## config.mk

```make
export PLATFORM = sky130hd
export DESIGN_NAME = fifo_8xnb
export DESIGN_NICKNAME = d
export VERILOG_FILES = /design/src/rtl/fifo_8xnb.sv
export SDC_FILE = /design/constraint.sdc
export NUM_CORES = 1
export LEC_CHECK = 0
export BUFFER_PORTS_ARGS = -buffer_cell sky130_fd_sc_hd__clkbuf_2
export CORE_ASPECT_RATIO = 1.1
export CORE_MARGIN = 4
export CORE_UTILIZATION = 55
export DETAILED_ROUTE_END_ITERATION = 7
export HOLD_SLACK_MARGIN = 0.03
export PLACE_DENSITY = 0.74
export SYNTH_ARGS = -nofsm -noshare
export SYNTH_HDL_FRONTEND = slang
export SYNTH_SLANG_ARGS = --single-unit
```

## constraint.sdc

```tcl
create_clock -name clk -period 2.3 [get_ports clk]
set_input_delay 0 -clock clk [delete_from_list [all_inputs] [get_ports clk]]
set_output_delay 0 -clock clk [all_outputs]
set_load 0.05 [all_outputs]
```

## src/rtl/fifo_8xnb.sv

```systemverilog
// fifo_8xnb: 8-entry, DW-bit first-word-fall-through FIFO on a single clock.
// Read data is shown combinationally from the head entry while the FIFO is
// non-empty, and reads as zero when it is empty. Pushes while full and pops
// while empty are refused. Each refusal is reported by a one-cycle registered
// pulse.
// Optional build macro FIFO_8XNB_LEVEL_EN adds the level_o occupancy output.
module fifo_8xnb #(
  parameter int AW = 3,
  parameter int DW = 8
) (
  input  logic          clk,
  input  logic          rst,
  input  logic          wen_i,
  input  logic [DW-1:0] wdata_i,
  input  logic          ren_i,
  output logic [DW-1:0] rdata_o,
  output logic          full_o,
  output logic          empty_o,
  output logic          overflow_o,
  output logic          underflow_o
`ifdef FIFO_8XNB_LEVEL_EN
  ,
  output logic [AW:0]   level_o
`endif
);

  localparam int DEPTH = 1 << AW;

  logic [DW-1:0] r_mem [DEPTH];
  logic [AW:0]   r_wptr;
  logic [AW:0]   r_rptr;
  logic          r_overflow;
  logic          r_underflow;

  logic          w_empty;
  logic          w_full;
  logic          w_push;
  logic          w_pop;

  // Flags come from the pointers. The extra wrap bit tells full apart from empty.
  always_comb begin
    w_empty = (r_wptr == r_rptr);
    w_full  = (r_wptr[AW-1:0] == r_rptr[AW-1:0]) && (r_wptr[AW] != r_rptr[AW]);
    w_push  = wen_i && !w_full && !rst;
    w_pop   = ren_i && !w_empty && !rst;
  end

  // Storage is not reset. Only an accepted push writes an entry.
  always_ff @(posedge clk) begin
    if (w_push) begin
      r_mem[r_wptr[AW-1:0]] <= wdata_i;
    end
  end

  // Pointer update and refusal pulses. Reset overrides any request in the same cycle.
  always_ff @(posedge clk) begin
    if (rst) begin
      r_wptr      <= '0;
      r_rptr      <= '0;
      r_overflow  <= 1'b0;
      r_underflow <= 1'b0;
    end else begin
      if (w_push) begin
        r_wptr <= r_wptr + 1'b1;
      end
      if (w_pop) begin
        r_rptr <= r_rptr + 1'b1;
      end
      r_overflow  <= wen_i && w_full;
      r_underflow <= ren_i && w_empty;
    end
  end

  // Show-ahead read of the head entry, forced to zero when the FIFO is empty.
  always_comb begin
    rdata_o     = w_empty ? '0 : r_mem[r_rptr[AW-1:0]];
    full_o      = w_full;
    empty_o     = w_empty;
    overflow_o  = r_overflow;
    underflow_o = r_underflow;
  end

`ifdef FIFO_8XNB_LEVEL_EN
  // Occupancy is the modulo-16 pointer difference, giving 0..8.
  always_comb begin
    level_o = r_wptr - r_rptr;
  end
`endif

endmodule

```

# After elaboration in Yosys (flattened, before gate mapping)
# Memory sizes are Yosys's and may differ from the RTL's. A register that Yosys moved wholly into a read port is not among the register bits.
# Index checks and enable logic that the tools add are counted.
# word_totals
ff_bits	10
mem_bits_rw	64
inputBits	12
output_inout_bits	12
word_cells	25
mem_count	1
# mem_list
memory	depth	width	rd	rd_clocked_by_memory_dff	wr	line	source
r_mem	8	8	1	1	1	29	logic [DW-1:0] r_mem [DEPTH];
# op_classes
n_addsub	2
eq_ne	3
muxes	5
reduce_logical	10
# ops
cell	n
$add A4 B1 Y4 const B	2
$mux W8	1
$logic_and A1 B1 Y1	7
$mux W3	2
$eq A4 B4 Y1	1
$eq A3 B3 Y1	1
$logic_not A1 Y1	3
$mux W1	2
$ne A1 B1 Y1	1

# Longest topological paths before layout
# Gate-level depths: netlist of run 1.
# depth
depth_word	7
ltp_mapped	5
mapped_depth_nobuf	4

# Worst setup path before layout of run 1
# OpenSTA, ideal clock, no wires.
# synth_timing
kind	register to register
startpoint	register r_wptr[0]
endpoint	memory r_mem[1][0] (enable)
arrival_ns	1.651
setup_slack_ns	0.266
stages_incl_launch_ff	5
n_path_buf	1
period_less_slack_ns	2.034
path_cell_list	dfxtp_1 > buf_2 > xor2_1 > o41ai_1 > nor3_1
# synth_between
elab_chain_cells	7
# synth_rtl
element	line	source
from (decl)	30	logic [AW:0] r_wptr;
from (signal assigned)	64	r_wptr <= r_wptr + 1'b1;
$eq A3 B3 Y1	43	w_full = (r_wptr[AW-1:0] == r_rptr[AW-1:0]) && (r_wptr[AW] != r_rptr[AW]);
$logic_and A1 B1 Y1	43	
$logic_not A1 Y1	44	w_push = wen_i && !w_full && !rst;
$logic_and A1 B1 Y1 (2 in series)	44	
$mux W1	50	if (w_push) begin
$mux W1 (not written as such)	51	r_mem[r_wptr[AW-1:0]] <= wdata_i;
to (decl)	29	
# Several ways; a longest one is shown, not always the timed one.

==> key figures, run 1 <==
Run status
  • Outcome: complete, no violations

Synth
  • Post-synthesis xor/xnor area fraction: 2.59%
  • Post-synthesis mux area share: 17.1%
  • Register area share after synthesis: 66.4%
  • Largest family of logic cells by synthesized area: multiplexers
  • Distinct cells, synth: 39
  • Post-Synth Simple-Gate Area: 8.23%
  • Mapped cell area: 0.00329 mm²
  • Yosys synthesis warning count: 0
  • Top cells by area, synth: edfxtp_1 58%, mux4_2 11%, dfxtp_1 7.9%
  • Share of the synthesized area in the top cell type: 58.5%
  • Cell accounting for the most synthesized area: edfxtp_1
  • Post-Syn Nets: 209
  • Mapped Cells: 195
  • Synth Area in Adders: 0.762%
  • Post-synthesis compound-gate area fraction: 2.70%
  • FF+latch count, synth: 77
  • Syn Area/Cell: 16.8 µm²

Power and ir drop
  • Internal power: 2.39 mW
  • Leakage: 1.31 nW
  • Clock share of power: 33.0%
  • Switching Fraction: 28.0%
  • Pwr Density: 866 mW/mm²
  • Reg power frac: 47.3%
  • Share of total power in combinational logic: 19.7%
  • IR drop worst, VDD: 0.457 mV
  • P_sw: 0.926 mW

Routing
  • Post-Route WL: 5820 µm
  • Drt via density: 5.66
  • Via count: 1810
  • DRC Markers: 0
  • 1st-iter DRT viols: 129
  • Wire per inst: 18.2 µm
  • DRT Pass-1 Iters: 4
  • Antenna Violating Nets Remaining: 0

Floorplan
  • Die area: 0.00728 mm²
  • Starting density of the core: 57.0%
  • Core Area: 0.00577 mm²
  • Cell row count: 29
  • Die Ht: 89.1 µm
  • DIE WIDTH: 81.7 µm
  • Top Ports: 24

GRT
  • Largest net degree at the start of global routing: 22
  • GRT Overall Usage: 19.0%
  • Initial antenna violation count: 0
  • Grt ovf: 0
  • Vias in the first global route: 1908
  • Global-route wire length before repair: 9660 µm

CTS
  • H-tree depth: 3
  • TritonCTS clock tree: done
  • CTS Buffer Depth: 2
  • CTS Buf Count: 9
  • CTS Sinks: 77
  • Root Driver: clkbuf_8
  • CTS clk-pin slew, worst paths: 0.08 ns
  • Clk Latency, worst-skew pair: 0.34 ns
  • Post-CTS setup buffers: 0
  • CTS resizes: 0

Setup path
  • Data required, critical path: 2.30 ns
  • Kind of critical path: reg2out
  • Register-to-register setup slack: 0.37 ns
  • Critical path startpoint category: flip-flop
  • Crit path DAT: 2.03 ns
  • Crit end category: primary output
  • Reg2reg path depth: 4
  • Critical R2R Launch: r_rptr[3]$_SDFFE_PP0P_
  • CP max FO: 16
  • Worst Setup EP: rdata_o[1]
  • Worst r2r dst: r_mem[0][0]$_DFFE_PP_

Timing
  • Max-slew headroom at the worst pin: 55.4%
  • RSZ-0062 raised after global routing: false
  • Pins Over Slew Limit: 0
  • Post-route minimum period: 2.03 ns
  • Setup total negative slack: 0 ns
  • Max Freq: 0.493 GHz
  • Final setup viols: 0
  • Fin crit share: 88.2%
  • Clock Skew: 0.0101 ns
  • Worst Tran Pin Value: 0.660 ns
  • Final hold vios: 0

Place
  • Port Buf Inserts: 23
  • RD Place Congestion: 0.810
  • Dpl cells: 294
  • Post-DP HPWL: 4080 µm

Job
  • Maxcap violations: 0

Cells and area
  • Layout cells sized above 1: 31.3%
  • Fin nets: 252
  • Final cell count without fillers: 320
  • Area grow syn2layout: 16.5%
  • ANT cells: 0
  • # fillers: 388

Hold path
  • Hold Crit Class: in2reg
[cell usage after synthesis (all sizes together)]
| library cell | n |
|---|---|
| edfxtp | 64 |
| nor2 | 19 |
| mux4 | 16 |
| dfxtp | 13 |
| mux2i | 13 |
| buf | 8 |
| mux2 | 6 |
| nor2b | 6 |
| nand2 | 5 |
| nor3 | 5 |
| clkbuf | 4 |
| nand2b | 4 |
| xnor2 | 4 |
| xor2 | 4 |
| a41oi | 3 |
| nand4 | 3 |
| ha | 2 |
| nand3 | 2 |
| nor4 | 2 |
| o41ai | 2 |
| a311o | 1 |
| inv | 1 |
| nand3b | 1 |
| nor3b | 1 |
| o211ai | 1 |
| o311ai | 1 |
| o41a | 1 |
| or2 | 1 |
| or3 | 1 |
| or3b | 1 |
[critical path: stages, from the launching register on]
cell	delay, ns
dfxtp_1	0.31
buf_4	0.30
mux4_2	0.56
mux2i_1	0.18
nor2_1	0.06
clkbuf_2	0.26
[cell families after synthesis]
family | count (synthesis)
XOR/XNOR | 8
AO/OA/AOI/OAI | 9
adder cells (fa/ha/maj) | 2
flip-flops | 77
buffers and inverters | 13
multiplexers | 35
AND/OR/NAND/NOR | 51
[state kept, by name (all words and copies together), names as in the netlist, named ones only]
register and count:
underflow_o 1, r_wptr 4, r_rptr 4, r_mem 64, overflow_o 1
[power by group through the flow]
stage               Combinational (mW)  Clock [mW]  Sequential, mW
global placement                 0.641           0            1.60
CTS                              0.663        1.11            1.57
finish                           0.652        1.09            1.57
detailed placement               0.649           0            1.60
global route                     0.706        1.18            1.57
floorplan                        0.502           0            1.60
[area by class of cell]
class / count / area [µm²] / area share [%]
clock inverters: 5 / 83.8 / 2.19
clock buffers: 11 / 131 / 3.43
flip-flops and latches: 77 / 2180 / 57.0
repair buffers: 44 / 298 / 7.78
multi-input cells: 105 / 1030 / 26.9
well taps: 77 / 96.3 / 2.52
inverters: 1 / 3.75 / 0.0981
[through the flow]
| stage | setup WS, ns | hold WS [ns] | utilization, % | area [µm²] | power, mW |
|---|---|---|---|---|---|
| after global routing | 0.115 | 0.147 | 66.3 | 3830 | 3.46 |
| after global placement | 0.499 | 0.289 | 60.9 | 3510 | 2.24 |
| after CTS | 0.207 | 0.0858 | 66.3 | 3830 | 3.34 |
| after floorplan | 0.266 | 0.0989 | - | 3290 | 2.10 |
| after detailed placement | 0.455 | 0.296 | 60.9 | 3510 | 2.25 |
| final | 0.272 | 0.104 | 66.3 | 3830 | 3.31 |
[routing by layer]
layer	share of wire [%]	GRT usage (%)	vias to the layer above
met5	0	0	-
met4	3.5	12.4	0
met3	4.0	4.03	11
met2	53	32.7	50
met1	39	21.5	902
li1	-	-	847
[worst min path at each step]
stage	slack, ns	cells past startpoint	start	endpoint
finish	0.10	2	rst	overflow_o$_SDFF_PP0_
global route	0.15	2	rst	overflow_o$_SDFF_PP0_
CTS	0.09	2	rst	overflow_o$_SDFF_PP0_
detailed placement	0.30	3	ren_i	underflow_o$_SDFF_PP0_
global placement	0.29	3	ren_i	underflow_o$_SDFF_PP0_
floorplan	0.1	0	wdata_i[0]	r_mem[0][0]$_DFFE_PP_
[placed cells by master (no fill, tap or decap), drive strengths merged, types with 3 or more instances in the layout]
master       netlist  layout
edfxtp            64      64
nor2              19      19
mux2i             13      13
nand4              3       3
xnor2              4       4
nor3               5       5
mux4              16      16
nand2b             4       4
clkbuf             4      34
nand2              5       5
xor2               4       4
dlygate4sd3        0      10
buf                8      11
a41oi              3       3
nor2b              6       6
dfxtp             13      13
mux2               6       6
[what timing repair did]
action	in CTS	in global routing
hold buffers	10	0
endpoints found under the setup margin	0	0
hold endpoints to repair	66	0
(Power assumes the default switching activity.)
==> inputs of run 2 (changes only) <==
- ABC_AREA: unset -> 1
- SKIP_CTS_REPAIR_TIMING: unset -> 1
==> key figures, run 2 <==
Synth
  • Mapped cell area: 0.00327 mm²
  • Distinct cells, synth: 28
  • Post-synth EDFFs: 64
  • Most frequent cells after synthesis: 70 x nor2_1, 64 x edfxtp_1, 32 x o21ai_0, 25 x nand2_1, 13 x dfxtp_1
  • Yosys synthesis warning count: 0
  • Top cells by area, synth: edfxtp_1 59%, nor2_1 8.0%, dfxtp_1 8.0%
  • FF+latch count, synth: 77
  • Top_reg_cell synth: edfxtp_1
  • Post-Syn Nets: 306
  • Ys async rst share: 0%
  • Cell accounting for the most synthesized area: edfxtp_1
  • Mapped Cells: 292
  • Register area share after synthesis: 66.8%
  • Share of the synthesized area in the top cell type: 58.8%
  • Syn Area/Cell: 11.2 µm²
  • Most frequent cell after synthesis: nor2_1

Routing
  • Post-Route WL: 6710 µm
  • DRC Markers: 0
  • Wire per inst: 16.0 µm
  • Via count: 2236
  • Drt via density: 5.35
  • Antenna Violating Nets Remaining: 0
  • 1st-iter DRT viols: 176
  • DRT Pass-1 Iters: 5

Cells and area
  • Largest register FFs: 64
  • Area grow syn2layout: 17.3%
  • Most frequent cells in the layout: 70 x nor2_1, 64 x edfxtp_1, 32 x o21ai_0, 25 x nand2_1, 23 x clkbuf_2
  • Most common cell after layout, fill and taps aside: nor2_1
  • Area of the multi-input gates: 945 µm²
  • Layout cells sized above 1: 21.7%
  • ANT cells: 0
  • # fillers: 425
  • Fin nets: 350
  • FF/Latch Area: 0.00218 mm²

CTS
  • Clk Latency, worst-skew pair: 0.35 ns
  • H-tree depth: 3
  • TritonCTS clock tree: done
  • CTS Sinks: 77
  • CTS clk-pin slew, worst paths: 0.08 ns
  • CTS Buffer Depth: 2
  • CTS Buf Count: 9
  • Root Driver: clkbuf_8

Setup path
  • Crit path buf inv count: 2
  • Critical path startpoint category: flip-flop
  • Crit path DAT: 2.01 ns
  • Data required, critical path: 2.30 ns
  • Delay-heaviest family, CP: flip-flops
  • Slowest stage delay, CP: 0.60 ns
  • Crit end category: primary output
  • Kind of critical path: reg2out
  • CP Cell Sequence: buf_4, o21ai_0, o211ai_1, nand2_1, nor2_1, clkbuf_2
  • CP max-delay cell: dfxtp_1
  • CP max FO: 14

Power and ir drop
  • Internal power: 2.22 mW
  • P_sw: 0.710 mW
  • Pwr Density: 764 mW/mm²
  • Leakage: 1.41 nW
  • Clock share of power: 37.4%
  • Share of total power in combinational logic: 9.9%
  • Power, Total: 2.93 mW
  • Reg power frac: 52.7%
  • Switching Fraction: 24.2%
  • IR drop worst, VDD: 0.419 mV

Floorplan
  • Top Ports: 24
  • Core Area: 0.00577 mm²
  • Starting density of the core: 56.6%
  • Cell row count: 29
  • Die area: 0.00724 mm²
  • DIE WIDTH: 81.5 µm
  • Die Ht: 88.8 µm

GRT
  • Largest net degree at the start of global routing: 19
  • Global-route wire length before repair: 10300 µm
  • Vias in the first global route: 2066
  • Grt ovf: 0
  • Initial antenna violation count: 0
  • GRT Overall Usage: 20.2%

Timing
  • Pins Over Slew Limit: 0
  • Post-route minimum period: 2.01 ns
  • Final hold vios: 0
  • RSZ-0062 raised after global routing: false
  • Worst Tran Pin Value: 0.652 ns
  • Max Freq: 0.497 GHz
  • Final setup viols: 0
  • Setup total negative slack: 0 ns
  • Max-slew headroom at the worst pin: 56.5%
  • Fin crit share: 87.5%
  • Clock Skew: 0.0114 ns
  • PnR worst setup slack: 0.287 ns
  • Smallest hold slack: 0.426 ns

Run status
  • Outcome: complete, no violations

Place
  • Port Buf Inserts: 23
  • RD Place Congestion: 0.759
  • Pre-CTS setup slack: 0.509 ns
  • Post-DP HPWL: 4300 µm

Hold path
  • Hold Crit Class: in2reg

Job
  • Maxcap violations: 0
run 2: power groups by stage:
| stage | clock, mW | sequential, mW | combinational [mW] |
|---|---|---|---|
| detailed placement | 0 | 1.58 | 0.275 |
| CTS | 1.11 | 1.54 | 0.276 |
| global route | 1.17 | 1.55 | 0.316 |
| global placement | 0 | 1.57 | 0.268 |
| floorplan | 0 | 1.57 | 0.199 |
| finish | 1.10 | 1.54 | 0.290 |
run 2: logic make-up (layout without fill, tap and decap cells):
kind of cell	count (synthesis)	in the layout	share of synthesized area (%)
XOR/XNOR	4	4	1.07
flip-flops	77	77	66.8
buffers and inverters	31	80	4.33
adder cells (fa/ha/maj)	2	2	0.766
AO/OA/AOI/OAI	58	58	10.4
AND/OR/NAND/NOR	120	120	16.7
run 2: final cells by class:
cell class	count	share of cell area, %
multi-input cells	184	24.6
repair buffers	46	8.55
inverters	18	1.76
clock buffers	10	3.33
clock inverters	6	2.28
flip-flops and latches	77	56.9
well taps	77	2.51
run 2: worst paths after layout:
| path | startpoint | to | slack (ns) | cells after the start |
|---|---|---|---|---|
| min | wen_i | overflow_o$_SDFF_PP0_ | 0.43 | 4 |
| min reg2reg | r_rptr[3]$_SDFFE_PP0P_ | r_rptr[3]$_SDFFE_PP0P_ | 0.48 | 2 |
| max | flip-flop | rdata_o[5] | 0.29 | 6 |
| max reg2reg | r_wptr[0]$_SDFFE_PP0P_ | r_mem[4][7]$_DFFE_PP_ | 0.59 | 9 |
run 2: routing by layer:
layer | vias up | track usage, % | part of all wire [%]
met3 | 12 | 5.09 | 6.1
li1 | 1093 | - | -
met1 | 1050 | 24.6 | 41
met4 | 0 | 9.98 | 1.8
met5 | - | 0 | 0
met2 | 81 | 33.3 | 51
run 2: per-stage QoR:
stage               cells  cell area, µm²  util [%]
global placement      391            3510      60.8
CTS                   407            3720      64.5
detailed placement    391            3510      60.8
global route          418            3830      66.5
finish                418            3830      66.5
floorplan             292            3270         -
run 2: worst register-to-register path, delay by kind of cell (launching register included):
family                 cells  cell delay (ns)
flip-flops                 1             0.46
AND/OR/NAND/NOR            6             0.57
buffers and inverters      3             0.37
==> inputs of run 3 (changes only) <==
- ABC_AREA: 1 -> 0
==> key figures, run 3 (synthesis results as in run 1) <==
CTS
  • Root Driver: clkbuf_8
  • Clk Latency, worst-skew pair: 0.34 ns
  • H-tree depth: 3
  • TritonCTS clock tree: done
  • CTS Sinks: 77
  • CTS clk-pin slew, worst paths: 0.08 ns
  • CTS Buf Count: 9
  • CTS Buffer Depth: 2

Power and ir drop
  • IR drop worst, VDD: 0.458 mV
  • Clock share of power: 33.0%
  • Leakage: 1.31 nW
  • Share of total power in combinational logic: 19.7%
  • P_sw: 0.923 mW
  • Pwr Density: 865 mW/mm²
  • Reg power frac: 47.3%
  • Power, Total: 3.31 mW
  • Switching Fraction: 27.9%
  • Internal power: 2.39 mW

Setup path
  • Kind of critical path: reg2out
  • Slowest stage delay, CP: 0.57 ns
  • Crit path DAT: 2.02 ns
  • Crit path buf inv count: 2
  • Critical R2R Launch: r_rptr[3]$_SDFFE_PP0P_
  • Reg2reg path depth: 4
  • Data required, critical path: 2.30 ns
  • CP Cell Sequence: buf_4, mux4_2, mux2i_1, nor2_1, clkbuf_2
  • Register-to-register setup slack: 0.36 ns
  • Crit end category: primary output
  • Worst r2r dst: r_mem[0][0]$_DFFE_PP_
  • CP max-delay cell: mux4_2
  • CP max FO: 16
  • Critical path startpoint category: flip-flop
  • Delay-heaviest family, CP: multiplexers

Cells and area
  • Layout cells sized above 1: 31.3%
  • Largest register FFs: 64
  • # fillers: 393
  • ANT cells: 0
  • Most common cell after layout, fill and taps aside: edfxtp_1
  • Area grow syn2layout: 16.5%
  • Most frequent cells in the layout: 64 x edfxtp_1, 23 x clkbuf_2, 19 x nor2_1, 16 x mux4_2
  • Fin nets: 252
  • FF/Latch Area: 0.00218 mm²
  • Area of the multi-input gates: 0.00103 mm²

Routing
  • Highest metal used: met4
  • Post-Route WL: 5800 µm
  • 1st-iter DRT viols: 121
  • Antenna Violating Nets Remaining: 0
  • Wl on met1: 2270 µm
  • Drt via density: 5.63
  • Met3 WL: 255 µm
  • Routed wl met2: 3110 µm
  • Wire per inst: 18.1 µm
  • DRT Pass-1 Iters: 4
  • DRC Markers: 0
  • Via count: 1802

Timing
  • RSZ-0062 raised after global routing: false
  • Pins Over Slew Limit: 0
  • Final hold vios: 0
  • Setup total negative slack: 0 ns
  • Final setup viols: 0
  • Fin crit share: 87.8%
  • Smallest hold slack: 0.109 ns
  • Max Freq: 0.495 GHz
  • Worst Tran Pin Value: 0.659 ns
  • Post-route minimum period: 2.02 ns
  • Clock Skew: 0.0112 ns
  • Max-slew headroom at the worst pin: 55.5%

Place
  • Post-DP HPWL: 4080 µm
  • Port Buf Inserts: 23
  • RD Place Congestion: 0.810

GRT
  • GRT Overall Usage: 18.8%
  • Global-route wire length before repair: 9550 µm
  • Largest net degree at the start of global routing: 22
  • Grt ovf: 0
  • Initial antenna violation count: 0
  • Vias in the first global route: 1885

Hold path
  • WHS Endpoint: overflow_o$_SDFF_PP0_
  • Hold Crit Class: in2reg
  • HP Start: rst
  • WHS Path Cells: 2

Floorplan
  • Cell row count: 29
  • Die area: 0.00728 mm²
  • Top Ports: 24
  • DIE WIDTH: 81.7 µm
  • Core Area: 0.00577 mm²
  • Die Ht: 89.1 µm
  • Starting density of the core: 57.0%

Run status
  • Outcome: complete, no violations

Job
  • Maxcap violations: 0
==> run 3: cell types whose count changed in the layout (fill, tap and decap cells not counted), moves of 7 or more <==
cell      change
mux2i_1      +13
nand2_1      -20
a21oi_1       -7
nand2_2       -8
inv_1        -11
o21ai_0      -32
o211ai_1      -7
o22ai_1       -8
nor2_1       -51
mux4_2       +16
==> run 3: worst max path at each step <==
stage,start,endpoint,slack [ns],cells after the start
after floorplan,r_wptr[0]$_SDFFE_PP0P_,r_mem[1][0]$_DFFE_PP_,0.27,4
after global placement,r_rptr[3]$_SDFFE_PP0P_,r_mem[4][4]$_DFFE_PP_,0.50,4
after detailed placement,r_rptr[3]$_SDFFE_PP0P_,r_mem[4][4]$_DFFE_PP_,0.46,4
after CTS,flip-flop,rdata_o[2],0.21,5
after global routing,flip-flop,rdata_o[5],0.12,5
final,flip-flop,rdata_o[2],0.28,5
==> run 3: layout make-up <==
| class | instances | area share, % |
|---|---|---|
| multi-input cells | 105 | 26.9 |
| inverters | 1 | 0.0981 |
| clock buffers | 11 | 3.43 |
| repair buffers | 44 | 7.78 |
| well taps | 77 | 2.52 |
| flip-flops and latches | 77 | 57.0 |
| clock inverters | 5 | 2.19 |
==> run 3: power by group through the flow <==
stage | registers (mW) | clock network [mW] | logic, mW
2_1_floorplan | 1.60 | 0 | 0.502
3_3_place_gp | 1.60 | 0 | 0.641
3_5_place_dp | 1.60 | 0 | 0.649
4_1_cts | 1.57 | 1.11 | 0.650
5_1_grt | 1.57 | 1.18 | 0.706
6_report | 1.57 | 1.09 | 0.652
==> run 3: layer usage <==
metal | global-route usage, % | vias up
met1 | 21.5 | 895
met3 | 3.93 | 9
met4 | 11.6 | 0
met2 | 32.5 | 51
li1 | - | 847
met5 | 0 | -
==> run 3: through the flow <==
| step | utilization, % | instances | setup WS, ns | area [µm²] |
|---|---|---|---|---|
| finish | 66.3 | 320 | 0.282 | 3830 |
| global placement | 60.9 | 294 | 0.499 | 3510 |
| global route | 66.3 | 320 | 0.120 | 3830 |
| detailed placement | 60.9 | 294 | 0.455 | 3510 |
| CTS | 64.6 | 310 | 0.207 | 3730 |
| floorplan | - | 195 | 0.266 | 3290 |
